$ cat src/rtl/seq_pkg.sv
// Shared encodings for the call/return PC sequencer.
package seq_pkg;

  localparam int PC_W_DEF = 8;

  typedef enum logic [1:0] {
    OP_SEQ  = 2'b00,
    OP_JUMP = 2'b01,
    OP_CALL = 2'b10,
    OP_RET  = 2'b11
  } op_e;

  typedef enum logic [1:0] {
    RUN      = 2'd0,
    RET_POP  = 2'd1,
    RET_LOAD = 2'd2
  } state_e;

endpackage

$ cat src/rtl/call_depth_counter.sv
// Outstanding-CALL counter with full/empty flags.
module call_depth_counter #(
  parameter int DEPTH = 15
) (
  input  logic       nclk,
  input  logic       reset,
  input  logic       inc,
  input  logic       dec,
  output logic [4:0] depth,
  output logic       at_max,
  output logic       at_zero
);

  localparam logic [4:0] MAX = 5'(DEPTH);

  always_ff @(negedge nclk or posedge reset) begin
    if (reset) begin
      depth <= '0;
    end else if (inc && !dec) begin
      depth <= depth + 5'd1;
    end else if (dec && !inc) begin
      depth <= depth - 5'd1;
    end
  end

  assign at_max  = (depth == MAX);
  assign at_zero = (depth == 5'd0);

endmodule

$ cat src/rtl/call_return_sequencer.sv
// PC owner: SEQ/JUMP/CALL/RET sequencing with push/pop strobes
// to an external call stack and sticky overflow/underflow trap.
module call_return_sequencer
  import seq_pkg::*;
#(
  parameter int              PC_W     = PC_W_DEF,
  parameter int              DEPTH    = 15,
  parameter logic [PC_W-1:0] RESET_PC = '0
) (
  input  logic            nclk,
  input  logic            reset,
  input  logic            instr_valid,
  input  logic [1:0]      op,
  input  logic [PC_W-1:0] target,
  input  logic            stall,
  input  logic [PC_W-1:0] stack_top,
  output logic            count_up,
  output logic            count_down,
  output logic [PC_W-1:0] push_data,
  output logic [PC_W-1:0] pc,
  output logic            busy,
  output logic [4:0]      depth,
  output logic            fault
);

  localparam logic [PC_W-1:0] ONE = 1;

  state_e          state_q, state_d;
  logic [PC_W-1:0] pc_d, pd_d;
  logic            up_d, dn_d, fault_d;
  logic            inc, dec, at_max, at_zero;
  logic            accept;

  call_depth_counter #(
    .DEPTH(DEPTH)
  ) u_depth (
    .nclk   (nclk),
    .reset  (reset),
    .inc    (inc),
    .dec    (dec),
    .depth  (depth),
    .at_max (at_max),
    .at_zero(at_zero)
  );

  assign accept = instr_valid & ~stall
                & (state_q == RUN) & ~fault;

  always_comb begin
    state_d = state_q;
    pc_d    = pc;
    pd_d    = push_data;
    up_d    = 1'b0;
    dn_d    = 1'b0;
    fault_d = fault;
    inc     = 1'b0;
    dec     = 1'b0;
    unique case (state_q)
      RUN: begin
        if (accept) begin
          unique case (op_e'(op))
            OP_SEQ:  pc_d = pc + ONE;
            OP_JUMP: pc_d = target;
            OP_CALL: begin
              if (at_max) begin
                fault_d = 1'b1;
              end else begin
                up_d = 1'b1;
                pd_d = pc + ONE;
                pc_d = target;
                inc  = 1'b1;
              end
            end
            OP_RET: begin
              if (at_zero) begin
                fault_d = 1'b1;
              end else begin
                dn_d    = 1'b1;
                dec     = 1'b1;
                state_d = RET_POP;
              end
            end
            default: pc_d = pc;
          endcase
        end
      end
      RET_POP:  state_d = RET_LOAD;
      // stack pointer has already stepped back, so top is the return address
      RET_LOAD: begin
        pc_d    = stack_top;
        state_d = RUN;
      end
      default:  state_d = RUN;
    endcase
  end

  always_ff @(negedge nclk or posedge reset) begin
    if (reset) begin
      state_q    <= RUN;
      pc         <= RESET_PC;
      push_data  <= '0;
      count_up   <= 1'b0;
      count_down <= 1'b0;
      fault      <= 1'b0;
    end else begin
      state_q    <= state_d;
      pc         <= pc_d;
      push_data  <= pd_d;
      count_up   <= up_d;
      count_down <= dn_d;
      fault      <= fault_d;
    end
  end

  assign busy = (state_q != RUN);

endmodule

$ cat config.mk
export PLATFORM = sky130hd
export DESIGN_NAME = call_return_sequencer
export DESIGN_NICKNAME = d
export VERILOG_FILES = /design/src/rtl/seq_pkg.sv /design/src/rtl/call_depth_counter.sv /design/src/rtl/call_return_sequencer.sv
export SDC_FILE = /design/constraint.sdc
export NUM_CORES = 1
export LEC_CHECK = 0
export BUFFER_PORTS_ARGS = -buffer_cell sky130_fd_sc_hd__buf_2
export CORE_ASPECT_RATIO = 1.4
export CORE_MARGIN = 1
export CORE_UTILIZATION = 45
export CTS_CLUSTER_SIZE = 28
export DETAILED_ROUTE_END_ITERATION = 10
export PLACE_DENSITY = 0.75
export SETUP_SLACK_MARGIN = 0.02
export SYNTH_ARGS = -nofsm -noshare
export SYNTH_HDL_FRONTEND = slang
export SYNTH_SLANG_ARGS = --single-unit
$ cat constraint.sdc
create_clock -name nclk -period 2.8 [get_ports nclk]
set_input_delay 0.56 -clock nclk [delete_from_list [all_inputs] [get_ports nclk]]
set_output_delay 0.56 -clock nclk [all_outputs]
set_load 0.02 [all_outputs]
==> reports/qor.txt, run 1 <==
====================================================================================
Result of the run                                                       finished with violations
Violated checks                                                         negative setup slack
Cell Count, Final, Fillers Out                                                   311
Post-CTS Hold Fix Bufs                                                             0
Skew final                                                               0.003811 ns
Overall global routing resource usage                                         35.29%
Arrival time at the worst endpoint                                           2.67 ns
Io pins                                                                           47
Via total after detailed routing                                                1835
Count of antenna diodes in the layout                                              0
Unrepaired setup endpoints after global routing                                 true
Reg-to-Reg Start                                                        u_depth.depth[2]
Number of instances in the synthesized netlist                                   154
Transition time at the pin with the least slew margin                      0.5779 ns
Min-Delay Startpoint                                                    push_data[0]
Int Power                                                                   1.655 mW
Top cell type by total area after synthesis                                  dfrtn_1
Total power                                                                 2.770 mW
Detailed Place HPWL                                                          3145 um
Sw Share                                                                      40.24%
Number of clock buffers inserted by TritonCTS                                      3
Final GP Congestion                                                           0.8197
Most numerous cell in the Yosys netlist                                      dfrtn_1
Worst relative slew slack                                                     61.07%
Clock power frac                                                               12.0%
Leakage component of the power                                              1.329 nW
Sum of overflow across all layers after global routing                             0
Root Buffer                                                                 clkbuf_8
Net count reported at finish                                                     305
Count of buffers from port buffering                                              46
Ranking of synthesized cells by area                                    dfrtn_1 (43%), ha_1 (7.5%), a21oi_1 (5.0%)
Startpoint-to-endpoint class of the critical path                             in2reg
Maximum fanout encountered on the critical timing path                             4
Layout fillers                                                                   128
Worst reg-to-reg path cell count                                                  13
Number of stages on the worst hold path                                            2
Max H-tree Level                                                                   1
PnR worst setup slack                                                      -1.127 ns
Die W                                                                       50.78 um
Switch Pwr                                                                  1.115 mW
Effective utilization at floorplan                                            47.54%
Final count of negative-setup-slack endpoints                                     47
Number of DRC violations after detailed-routing iteration 0                       80
Hold EP                                                                 push_data[0]
Number of pins with negative max-slew slack in the final report                    0
Share of power burned in registers                                             24.4%
Number of remaining DRC errors                                                     0
Reg-to-reg critical path endpoint                                       u_depth.depth[4]
Floorplan Core Area                                                        3153 um^2
Post-synth cell types                                                             41
Worst-path clk slew                                                          0.07 ns
Sort of element at the end of the critical path                            flip-flop
Initial antenna violation count                                                    0
Largest net degree at the start of global routing                                 27
Share of synthesized area occupied by flip-flops and latches                  43.41%
Remaining number of nets flagged by the antenna check after routing                0
Vias/cell                                                                      5.900
Register-to-register setup slack                                            -0.29 ns
Max-cap violation count                                                            0
Number of nets in the synthesized netlist                                        186
Fraction of post-synthesis cell area in the top cell type by area             43.41%
Worst Path Required                                                          1.54 ns
Height of the die                                                           70.29 um
Proportion of synthesized flip-flops having asynchronous set or reset         100.0%
Post-synthesis area per instance                                          9.733 um^2
CTS tree                                                                         yes
Endpoints failing hold                                                             0
Flops & latches, synth                                                            26
Fraction of layout cells with a size suffix above 1                           56.62%
TritonCTS sink count                                                              26
Maximum clock path buffer count                                                    2
Total die area                                                             3569 um^2
Placed cells                                                                     269
Standard-cell row count                                                           24
Wire length of the first global-routing pass                                 9135 um
Leading register cell type out of synthesis                                  dfrtn_1
IR drop worst, VDD                                                         0.7531 mV
Crit start category                                                     primary input
Number of detailed-routing iterations run before antenna repair                    4
Final instance area                                                        2795 um^2
Number of enable-type register cells in the synthesized netlist                    0
Class of the most critical hold timing path                                  reg2reg
WL final                                                                     6481 um
Power density over the cells                                            991.0 nW/um^2
Routed WL per cell                                                          20.84 um
Yosys synthesis warning count                                                      0
Summed instance area of the synthesized netlist                            1499 um^2
Portion of total power attributed to combinational logic                       63.5%
Most frequent cells after synthesis                                     dfrtn_1 (26), nor2_1 (16), a21oi_1 (15), o21ai_0 (15)
Number of global-route vias before repair                                       1913
Area Growth Syn to Fin                                                        86.48%
Post-placement cell area                                                   2041 um^2
Clk_lat worst skew                                                           0.29 ns
====================================================================================
-- kinds of logic (layout without fill, tap and decap cells) --
| kind of cell | count (synthesis) | count (layout) | synth area share, % |
|---|---|---|---|
| xor+xnor | 11 | 11 | 6.427 |
| flops | 26 | 26 | 43.41 |
| simple gates | 42 | 42 | 14.52 |
| compound gates | 46 | 46 | 19.45 |
| fa+ha+maj | 10 | 10 | 8.848 |
| buf+inv | 15 | 133 | 4.507 |
| mux | 4 | 4 | 2.838 |
-- power by group through the flow --
stage / Combinational, mW / Clock [mW] / Sequential (mW)
CTS: 1.57 / 0.323 / 0.662
global route: 1.86 / 0.343 / 0.687
global placement: 1.09 / 0 / 0.648
floorplan: 0.426 / 0 / 0.891
finish: 1.76 / 0.333 / 0.677
detailed placement: 1.13 / 0 / 0.660
-- flip-flops by register name, indices dropped and copies added, names as in the netlist --
register / count
pc: 8
push_data: 8
u_depth.depth: 5
state_q: 2
count_down: 1
count_up: 1
fault: 1
-- worst max-delay path by stage --
stage               start                to  slack [ns]
floorplan           stall  u_depth.depth[4]       -1.44
global placement    stall  u_depth.depth[4]       -1.40
detailed placement  stall  u_depth.depth[4]       -1.51
CTS                 stall  u_depth.depth[4]       -1.10
global route        stall  u_depth.depth[4]       -1.16
finish              stall  u_depth.depth[4]       -1.13
-- repair_timing --
item,in CTS,in global routing
setup buffers,23,17
endpoints found under the setup margin,48,48
resized for setup,80,26
pin swaps,19,8
endpoints found under the hold margin,0,0
cloned,0,0
-- critical path, cell delays in order --
cell     delay, ns
buf_6         0.09
or3b_4        0.40
or2_4         0.27
nor2_4        0.13
ha_4          0.17
inv_4         0.05
fa_2          0.33
a21o_1        0.17
a21oi_2       0.14
xnor2_1       0.14
nor2_1        0.07
xor2_1        0.14
-- routing by layer --
metal | GRT usage [%] | vias to the layer above | wire length, um
met3 | 7.625 | 50 | 391
met2 | 65.33 | 119 | 3395
li1 | - | 783 | -
met5 | 0 | - | 0
met4 | 21.60 | 0 | 515
met1 | 33.84 | 883 | 2178
-- cell type report --
class | count | area [um^2] | area share [%]
Timing Repair Buffer | 120 | 1022 | 36.57
Tap cell | 39 | 48.80 | 1.746
Clock buffer | 3 | 41.29 | 1.477
Clock inverter | 1 | 30.03 | 1.074
Sequential cell | 26 | 650.6 | 23.28
Inverter | 9 | 38.79 | 1.388
Multi-Input combinational cell | 113 | 963.4 | 34.47
-- metrics by stage --
step	TNS, ns	hold slack (ns)	setup slack (ns)	utilization [%]
after floorplan	-12.33	0.5021	-1.439	-
after global placement	-17.11	0.4444	-1.405	64.72
after detailed placement	-17.84	0.4606	-1.513	64.72
after CTS	-10.94	0.4962	-1.100	81.98
after global routing	-13.75	0.5299	-1.161	88.65
final	-12.67	0.5183	-1.127	88.65
-- cells in the final DEF, fill, tap and decap left out, types with 3 or more instances in the layout --
master,count
o21ai_1,5
ha_4,5
a21oi_1,13
o21ai_2,3
and3_1,3
inv_1,5
buf_6,39
xnor2_1,5
nor2_1,14
buf_2,18
o21ai_0,7
nand2_1,6
xor2_1,5
buf_4,61
dfrtn_1,26
clkbuf_8,3
ha_1,4
nand3_1,4
(Power assumes the default switching activity.)
==> run 2, diff against run 1 <==
ABC_AREA = 1   (was unset)
CORE_UTILIZATION = 46   (was 45)
==> run 2 against run 1 <==
Net effect: the run still ends with negative setup slack left; combinational power decreased by 93%; utilization decreased by 9.1 points; critical path type unchanged; synthesized cell count increased by 38%; count of clock-buffer cells in the layout unchanged; power decreased by 71%; wire length decreased by 28%; hold slack got worse by 0.018 ns; register-to-register slack improved by 0.66 ns; sequential share of layout area increased by 1.2 points.
==> reports/qor.txt, run 2 <==
=====================================================================================
Result of the run                                                        finished with violations   unchanged
Violated checks                                                          negative setup slack   unchanged
Worst Path Required                                                           1.54 ns   about the same
Maximum clock path buffer count                                                     2   unchanged
Fraction of post-synthesis cell area in the top cell type by area              40.40%   was 43.41%
Final GP Congestion                                                            0.7872   was 0.8197
Compound-cell area share of the yosys netlist                                  10.49%   was 19.45%
Synthesized-area fraction occupied by xor and xnor cells                       2.176%   was 6.427%
Register-to-register setup slack                                              0.37 ns   was -0.29 ns
Final count of negative-setup-slack endpoints                                      27   was 47
Transition time at the pin with the least slew margin                       0.4967 ns   was 0.5779 ns
Total die area                                                              3745 um^2   was 3569 um^2
Post-synthesis area per instance                                           7.596 um^2   was 9.733 um^2
Switch Pwr                                                                  0.1873 mW   was 1.115 mW
Maximum fanout encountered on the critical timing path                              3   was 4
Crit start category                                                      primary input   unchanged
Number of remaining DRC errors                                                      0   unchanged
Via total after detailed routing                                                 1740   was 1835
Sum of overflow across all layers after global routing                              0   unchanged
Leading register cell type out of synthesis                                   dfrtn_1   unchanged
Area Growth Syn to Fin                                                         65.35%   was 86.48%
Summed instance area of the synthesized netlist                             1610 um^2   was 1499 um^2
Io pins                                                                            47   unchanged
Most used cells in the layout excluding fill and tap cells               nand2_1 (60), buf_4 (38), buf_6 (27)   was buf_4 (61), buf_6 (39), dfrtn_1 (26)
Flops & latches, synth                                                             26   unchanged
Final core utilization                                                         79.55%   was 88.65%
Number of nets in the synthesized netlist                                         244   was 186
Top cell type by total area after synthesis                                   dfrtn_1   unchanged
Number of DRC violations after detailed-routing iteration 0                        28   was 80
Count of buffers from port buffering                                               46   unchanged
Ranking of synthesized cells by area                                     dfrtn_1 (40%), nand2_1 (15%), ha_1 (7.0%)   was dfrtn_1 (43%), ha_1 (7.5%), a21oi_1 (5.0%)
Sw Share                                                                       22.99%   was 40.24%
Placed cells                                                                      313   was 269
Wire length of the first global-routing pass                                  7162 um   was 9135 um
Floorplan Core Area                                                         3347 um^2   was 3153 um^2
Effective utilization at floorplan                                             48.11%   was 47.54%
Number of pins with negative max-slew slack in the final report                     0   unchanged
Cell Count, Final, Fillers Out                                                    342   was 311
Leakage component of the power                                               1.354 nW   was 1.329 nW
IR drop worst, VDD                                                          0.2884 mV   was 0.7531 mV
WL final                                                                      4659 um   was 6481 um
Overall global routing resource usage                                          25.50%   was 35.29%
Worst-path clk slew                                                           0.06 ns   was 0.07 ns
Remaining number of nets flagged by the antenna check after routing                 0   unchanged
Fraction of layout cells with a size suffix above 1                            44.70%   was 56.62%
Proportion of synthesized flip-flops having asynchronous set or reset          100.0%   unchanged
Standard-cell row count                                                            25   was 24
Power density over the cells                                             306.0 nW/um^2   was 991.0 nW/um^2
Initial antenna violation count                                                     0   unchanged
Yosys synthesis warning count                                                       0   unchanged
Sort of element at the end of the critical path                             flip-flop   unchanged
Clock power frac                                                                38.9%   was 12.0%
Biggest regs                                                             pc x8, push_data x8, u_depth.depth x5   unchanged
Total power                                                                 0.8147 mW   was 2.770 mW
TritonCTS sink count                                                               26   unchanged
Count of antenna diodes in the layout                                               0   unchanged
Number of instances in the synthesized netlist                                    212   was 154
Class of the most critical hold timing path                                   reg2reg   unchanged
Unrepaired setup endpoints after global routing                                  true   unchanged
PnR worst setup slack                                                      -0.6754 ns   was -1.127 ns
Clk_lat worst skew                                                            0.28 ns   was 0.29 ns
Layout fillers                                                                    203   was 128
Number of global-route vias before repair                                        1631   was 1913
Die W                                                                        52.01 um   was 50.78 um
Vias/cell                                                                       5.088   was 5.900
Routed WL per cell                                                           13.62 um   was 20.84 um
Startpoint-to-endpoint class of the critical path                              in2reg   unchanged
Proportion of synthesized area in mux cells                                        0%   was 2.838%
Arrival time at the worst endpoint                                            2.21 ns   was 2.67 ns
Total negative slack                                                        -4.204 ns   was -12.67 ns
Portion of total power attributed to combinational logic                        14.8%   was 63.5%
Net count reported at finish                                                      335   was 305
Number of clock buffers inserted by TritonCTS                                       3   unchanged
Number of detailed-routing iterations run before antenna repair                     4   unchanged
Final worst hold slack                                                      0.5004 ns   was 0.5183 ns
Max H-tree Level                                                                    1   unchanged
Int Power                                                                   0.6274 mW   was 1.655 mW
Post-synthesis share of cell area spent on and, or, nand and nor gates         30.77%   was 14.52%
Skew final                                                                0.002841 ns   was 0.003811 ns
Max-cap violation count                                                             0   unchanged
Detailed Place HPWL                                                           3016 um   was 3145 um
Number of stages on the worst hold path                                             2   unchanged
Share of power burned in registers                                              46.3%   was 24.4%
Root Buffer                                                                  clkbuf_8   unchanged
Worst reg-to-reg path cell count                                                   15   was 13
Share of synthesized area occupied by flip-flops and latches                   40.40%   was 43.41%
Endpoints failing hold                                                              0   unchanged
Post-synth cell types                                                              25   was 41
Post-CTS Hold Fix Bufs                                                              0   unchanged
Worst relative slew slack                                                      66.81%   was 61.07%
Commonest non-fill, non-tap cell in the layout                                nand2_1   was buf_4
CTS tree                                                                          yes   unchanged
Number of enable-type register cells in the synthesized netlist                     0   unchanged
Post-Synth Adder-Cell Area                                                     8.236%   was 8.848%
Largest net degree at the start of global routing                                  27   unchanged
Dominant combinational cell family by area after synthesis               simple AND/OR/NAND/NOR gates   was compound AO/OA/AOI/OAI gates
Most numerous cell in the Yosys netlist                                       nand2_1   was dfrtn_1
Most frequent cells after synthesis                                      nand2_1 (66), inv_1 (28), dfrtn_1 (26)   was dfrtn_1 (26), nor2_1 (16), a21oi_1 (15), o21ai_0 (15)
Height of the die                                                            72.01 um   was 70.29 um
=====================================================================================
## run 2: cell count changes after synthesis, sizes merged, moves of 4 or more
cell | previous run | this run
nand2 | 6 | 69
inv | 9 | 28
nor2 | 17 | 28
a31oi | 2 | 7
xnor2 | 6 | 2
a21oi | 15 | 5
nand3 | 4 | 11
## run 2: layer usage
metal	global-route usage (%)	share of wire [%]	vias up
met5	0	0	-
met2	49.57	58	51
li1	-	-	857
met1	28.38	38	821
met3	1.468	2.3	11
met4	7.808	1.9	0
## run 2: power by group through the flow
stage	clock (mW)	sequential, mW	combinational (mW)
after CTS	0.317	0.377	0.100
final	0.317	0.377	0.121
after global routing	0.330	0.377	0.131
after floorplan	0	0.384	0.0438
after global placement	0	0.384	0.0769
after detailed placement	0	0.384	0.0790
## run 2: what timing repair did
action / 4_1_cts / 5_1_grt
cloned: 1 / 0
endpoints found under the setup margin: 38 / 44
gates resized for setup: 77 / 22
pin swaps: 21 / 15
buffers inserted: 17 / 10
endpoints found under the hold margin: 0 / 0
## run 2: logic make-up (layout without fill, tap and decap cells)
logic type                 after synthesis  in the layout
and+or+nand+nor                        111            111
buffers and inverters                   31            121
AOI/OAI and AO/OA                       30             30
DFF                                     26             26
adders and majority gates               10             10
xor gates and xnor gates                 4              4
## run 2: critical path, stage by stage
cell and delay [ns]:
buf_8 0.10, buf_12 0.12, inv_12 0.04, ha_4 0.14, nand2_4 0.06, nor2_4 0.12
ha_4 0.16, inv_4 0.05, fa_2 0.35, nand2_2 0.08, nand2_2 0.05, a21oi_2 0.15
xor2_1 0.10, nand2_1 0.07, o21ai_1 0.05
## run 2: final cells by class
cell class                      instances  area (um^2)  area share [%]
Clock buffer                            3        41.29           1.551
Clock inverter                          1        30.03           1.128
Inverter                               28        130.1           4.887
Multi-Input combinational cell        155        999.7           37.55
Sequential cell                        26        650.6           24.44
Tap cell                               40        50.05           1.880
Timing Repair Buffer                   88        744.5           27.96
Timing Repair inverter                  1        16.27          0.6109
## run 2: metrics by stage
stage	setup WS (ns)	instance area, um^2
floorplan	-0.8318	1678
global placement	-0.9282	2079
detailed placement	-0.9920	2079
CTS	-0.6065	2494
global route	-0.7641	2663
finish	-0.6754	2663
## run 2: path summary, 6_finish.rpt
check                                    to             start
min in group asynchronous          count_up             reset
max in group asynchronous  u_depth.depth[3]             reset
setup reg to reg           u_depth.depth[4]  u_depth.depth[0]
hold reg to reg                       fault             fault
hold / removal                        fault             fault
setup / recovery           u_depth.depth[4]             op[0]
==> run 3, diff against run 2 <==
clock period = 3.13 ns   (was 2.8 ns; I/O delays follow)
==> run 3 against run 2 <==
Net effect: the run still ends with negative setup slack left; die area stayed put; via count is 2.3% lower; wire length shrank 10%; cell area fell by 9.3%; sequential power is 10% lower; hold slack worse by 0.043 ns; register-to-register slack improved by 0.42 ns; power down 14%.
==> reports/qor.txt, run 3 (synthesized netlist as in run 2, its figures left out) <==
==================================================================================
Max H-tree Level                                                                 1   unchanged
Via total after detailed routing                                              1700   was 1740
Leakage component of the power                                            1.271 nW   was 1.354 nW
Remaining number of nets flagged by the antenna check after routing              0   unchanged
Detail Route met3 WL                                                        145 um   was 105 um
Result of the run                                                     finished with violations   unchanged
Total die area                                                           3745 um^2   unchanged
Startpoint-to-endpoint class of the critical path                           in2reg   unchanged
Final GP Congestion                                                         0.7919   was 0.7872
Number of detailed-routing iterations run before antenna repair                  4   unchanged
Multi-input gate area                                                   960.9 um^2   was 999.7 um^2
Class of the most critical hold timing path                                reg2reg   unchanged
Sort of element at the end of the critical path                          flip-flop   unchanged
Share of power burned in registers                                           48.0%   was 46.3%
Final core utilization                                                      72.15%   was 79.55%
Unrepaired setup endpoints after global routing                               true   unchanged
Most used cells in the layout excluding fill and tap cells            nand2_1 (60), buf_2 (41), buf_4 (35)   was nand2_1 (60), buf_4 (38), buf_6 (27)
WL final                                                                   4186 um   was 4659 um
Floorplan Core Area                                                      3347 um^2   unchanged
Fraction of layout cells with a size suffix above 1                         40.34%   was 44.70%
Int Power                                                                0.5480 mW   was 0.6274 mW
Die W                                                                     52.01 um   unchanged
CP Buf/Inv Count                                                                 3   was 4
Switch Pwr                                                               0.1547 mW   was 0.1873 mW
Wire length of the first global-routing pass                               6706 um   was 7162 um
Wire length on met2                                                        2234 um   was 2697 um
Portion of total power attributed to combinational logic                     11.9%   was 14.8%
Clock power frac                                                             40.1%   was 38.9%
Sum of overflow across all layers after global routing                           0   unchanged
Top routing layer in use                                                      met4   unchanged
Cell Count, Final, Fillers Out                                                 335   was 342
Count of antenna diodes in the layout                                            0   unchanged
Initial antenna violation count                                                  0   unchanged
PnR worst setup slack                                                   -0.4820 ns   was -0.6754 ns
Number of global-route vias before repair                                     1547   was 1631
Largest net degree at the start of global routing                               27   unchanged
Final instance area                                                      2415 um^2   was 2663 um^2
Skew final                                                             0.003630 ns   was 0.002841 ns
TritonCTS sink count                                                            26   unchanged
Count of buffers from port buffering                                            46   unchanged
Layout fillers                                                                 252   was 203
Worst relative slew slack                                                   77.50%   was 66.81%
Clk_lat worst skew                                                         0.28 ns   about the same
Metal1 wirelength                                                          1729 um   was 1768 um
Detailed Place HPWL                                                        2825 um   was 3016 um
Crit start category                                                   primary input   unchanged
Worst Path Required                                                        1.70 ns   was 1.54 ns
Height of the die                                                         72.01 um   unchanged
Standard-cell row count                                                         25   unchanged
Max-cap violation count                                                          0   unchanged
Maximum fanout encountered on the critical timing path                           4   was 3
Post-placement cell area                                                 2059 um^2   was 2079 um^2
Sequential cell area                                                    650.6 um^2   unchanged
Vias/cell                                                                    5.075   was 5.088
Number of clock buffers inserted by TritonCTS                                    3   unchanged
Number of DRC violations after detailed-routing iteration 0                     29   was 28
Final count of negative-setup-slack endpoints                                    5   was 27
Area Growth Syn to Fin                                                      49.96%   was 65.35%
Total power                                                              0.7027 mW   was 0.8147 mW
CP max-delay cell                                                             fa_2   unchanged
Routed WL per cell                                                        12.50 um   was 13.62 um
Net count reported at finish                                                   328   was 335
Effective utilization at floorplan                                          48.11%   unchanged
Placed cells                                                                   312   was 313
Series of cell instances along the critical path                      buf_12 -> ha_4 -> o31ai_4 -> nor2_2 -> inv_2 -> ha_4 -> inv_4 -> fa_2 -> nand2_2 -> nand2_2 -> a21oi_2 -> xor2_1 -> nand2_1 -> o21ai_1   was buf_8 -> buf_12 -> inv_12 -> ha_4 -> nand2_4 -> nor2_4 -> ha_4 -> inv_4 -> fa_2 -> nand2_2 -> nand2_2 -> a21oi_2 -> xor2_1 -> nand2_1 -> o21ai_1
Io pins                                                                         47   unchanged
Worst slack at placement                                                -0.9464 ns   was -0.9920 ns
Commonest non-fill, non-tap cell in the layout                             nand2_1   unchanged
Sw Share                                                                    22.02%   was 22.99%
Worst-path clk slew                                                        0.06 ns   about the same
Maximum clock path buffer count                                                  2   unchanged
Root Buffer                                                               clkbuf_8   unchanged
Power density over the cells                                          291.0 nW/um^2   was 306.0 nW/um^2
Arrival time at the worst endpoint                                         2.18 ns   was 2.21 ns
Maximum cell stage delay along the critical path                           0.35 ns   about the same
Endpoints failing hold                                                           0   unchanged
Number of pins with negative max-slew slack in the final report                  0   unchanged
Overall global routing resource usage                                       23.59%   was 25.50%
CTS tree                                                                       yes   unchanged
Number of remaining DRC errors                                                   0   unchanged
Violated checks                                                       negative setup slack   unchanged
Transition time at the pin with the least slew margin                    0.3376 ns   was 0.4967 ns
IR drop worst, VDD                                                       0.2048 mV   was 0.2884 mV
Biggest regs                                                          pc x8, push_data x8, u_depth.depth x5   unchanged
Top Family by Delay on Critical Path                                   adder cells   unchanged
==================================================================================
-- run 3: changes by cell type in the layout (fill, tap and decap cells not counted), sizes merged --
cell and change:
buf -6, clkinv -1
-- run 3: worst paths after layout --
| check | from | endpoint | slack, ns | cells past startpoint |
|---|---|---|---|---|
| worst min register to register | fault | fault | 0.46 | 2 |
| worst max register to register | u_depth.depth[4] | u_depth.depth[4] | 0.79 | 15 |
| worst max-delay path | op[0] | u_depth.depth[4] | -0.48 | 14 |
| min in group asynchronous | reset | push_data[7] | 1.84 | 3 |
| worst min-delay path | fault | fault | 0.46 | 2 |
| max in group asynchronous | reset | u_depth.depth[1] | 1.01 | 3 |
-- run 3: power by group through the flow --
stage	Combinational, mW	Clock, mW	Sequential, mW
finish	0.0837	0.281	0.338
detailed placement	0.0670	0	0.344
global placement	0.0656	0	0.344
CTS	0.0792	0.284	0.338
global route	0.0923	0.301	0.338
floorplan	0.0392	0	0.344
-- run 3: what timing repair did --
item,4_1_cts,5_1_grt
endpoints found under the setup margin,21,13
setup buffers,13,6
pin swaps,13,3
hold buffers,0,0
resized for setup,24,14
-- run 3: stage by stage --
| step | TNS (ns) | hold WS [ns] |
|---|---|---|
| after floorplan | -3.034 | 0.3968 |
| final | -1.469 | 0.4570 |
| after global routing | -1.790 | 0.5036 |
| after CTS | -1.087 | 0.4639 |
| after global placement | -7.223 | 0.4086 |
| after detailed placement | -7.799 | 0.4214 |
-- run 3: worst register-to-register path, delay by kind of cell, from the launching register on --
| kind | cells | cell delay, ns |
|---|---|---|
| simple gates | 5 | 0.49 |
| fa+ha+maj | 2 | 0.49 |
| compound gates | 3 | 0.44 |
| flops | 1 | 0.37 |
| buf+inv | 4 | 0.34 |
| xor+xnor | 1 | 0.08 |
-- run 3: metal layers --
metal,track usage (%),vias up
li1,-,843
met1,27.64,802
met2,41.31,47
met3,2.725,8
met4,11.71,0
met5,0,-
-- run 3: area by class of cell --
class / count / area share (%)
Timing Repair Buffer: 82 / 23.06
Sequential cell: 26 / 26.94
Tap cell: 40 / 2.073
Clock buffer: 3 / 1.710
Multi-Input combinational cell: 155 / 39.79
Inverter: 28 / 5.181
Clock inverter: 1 / 1.244
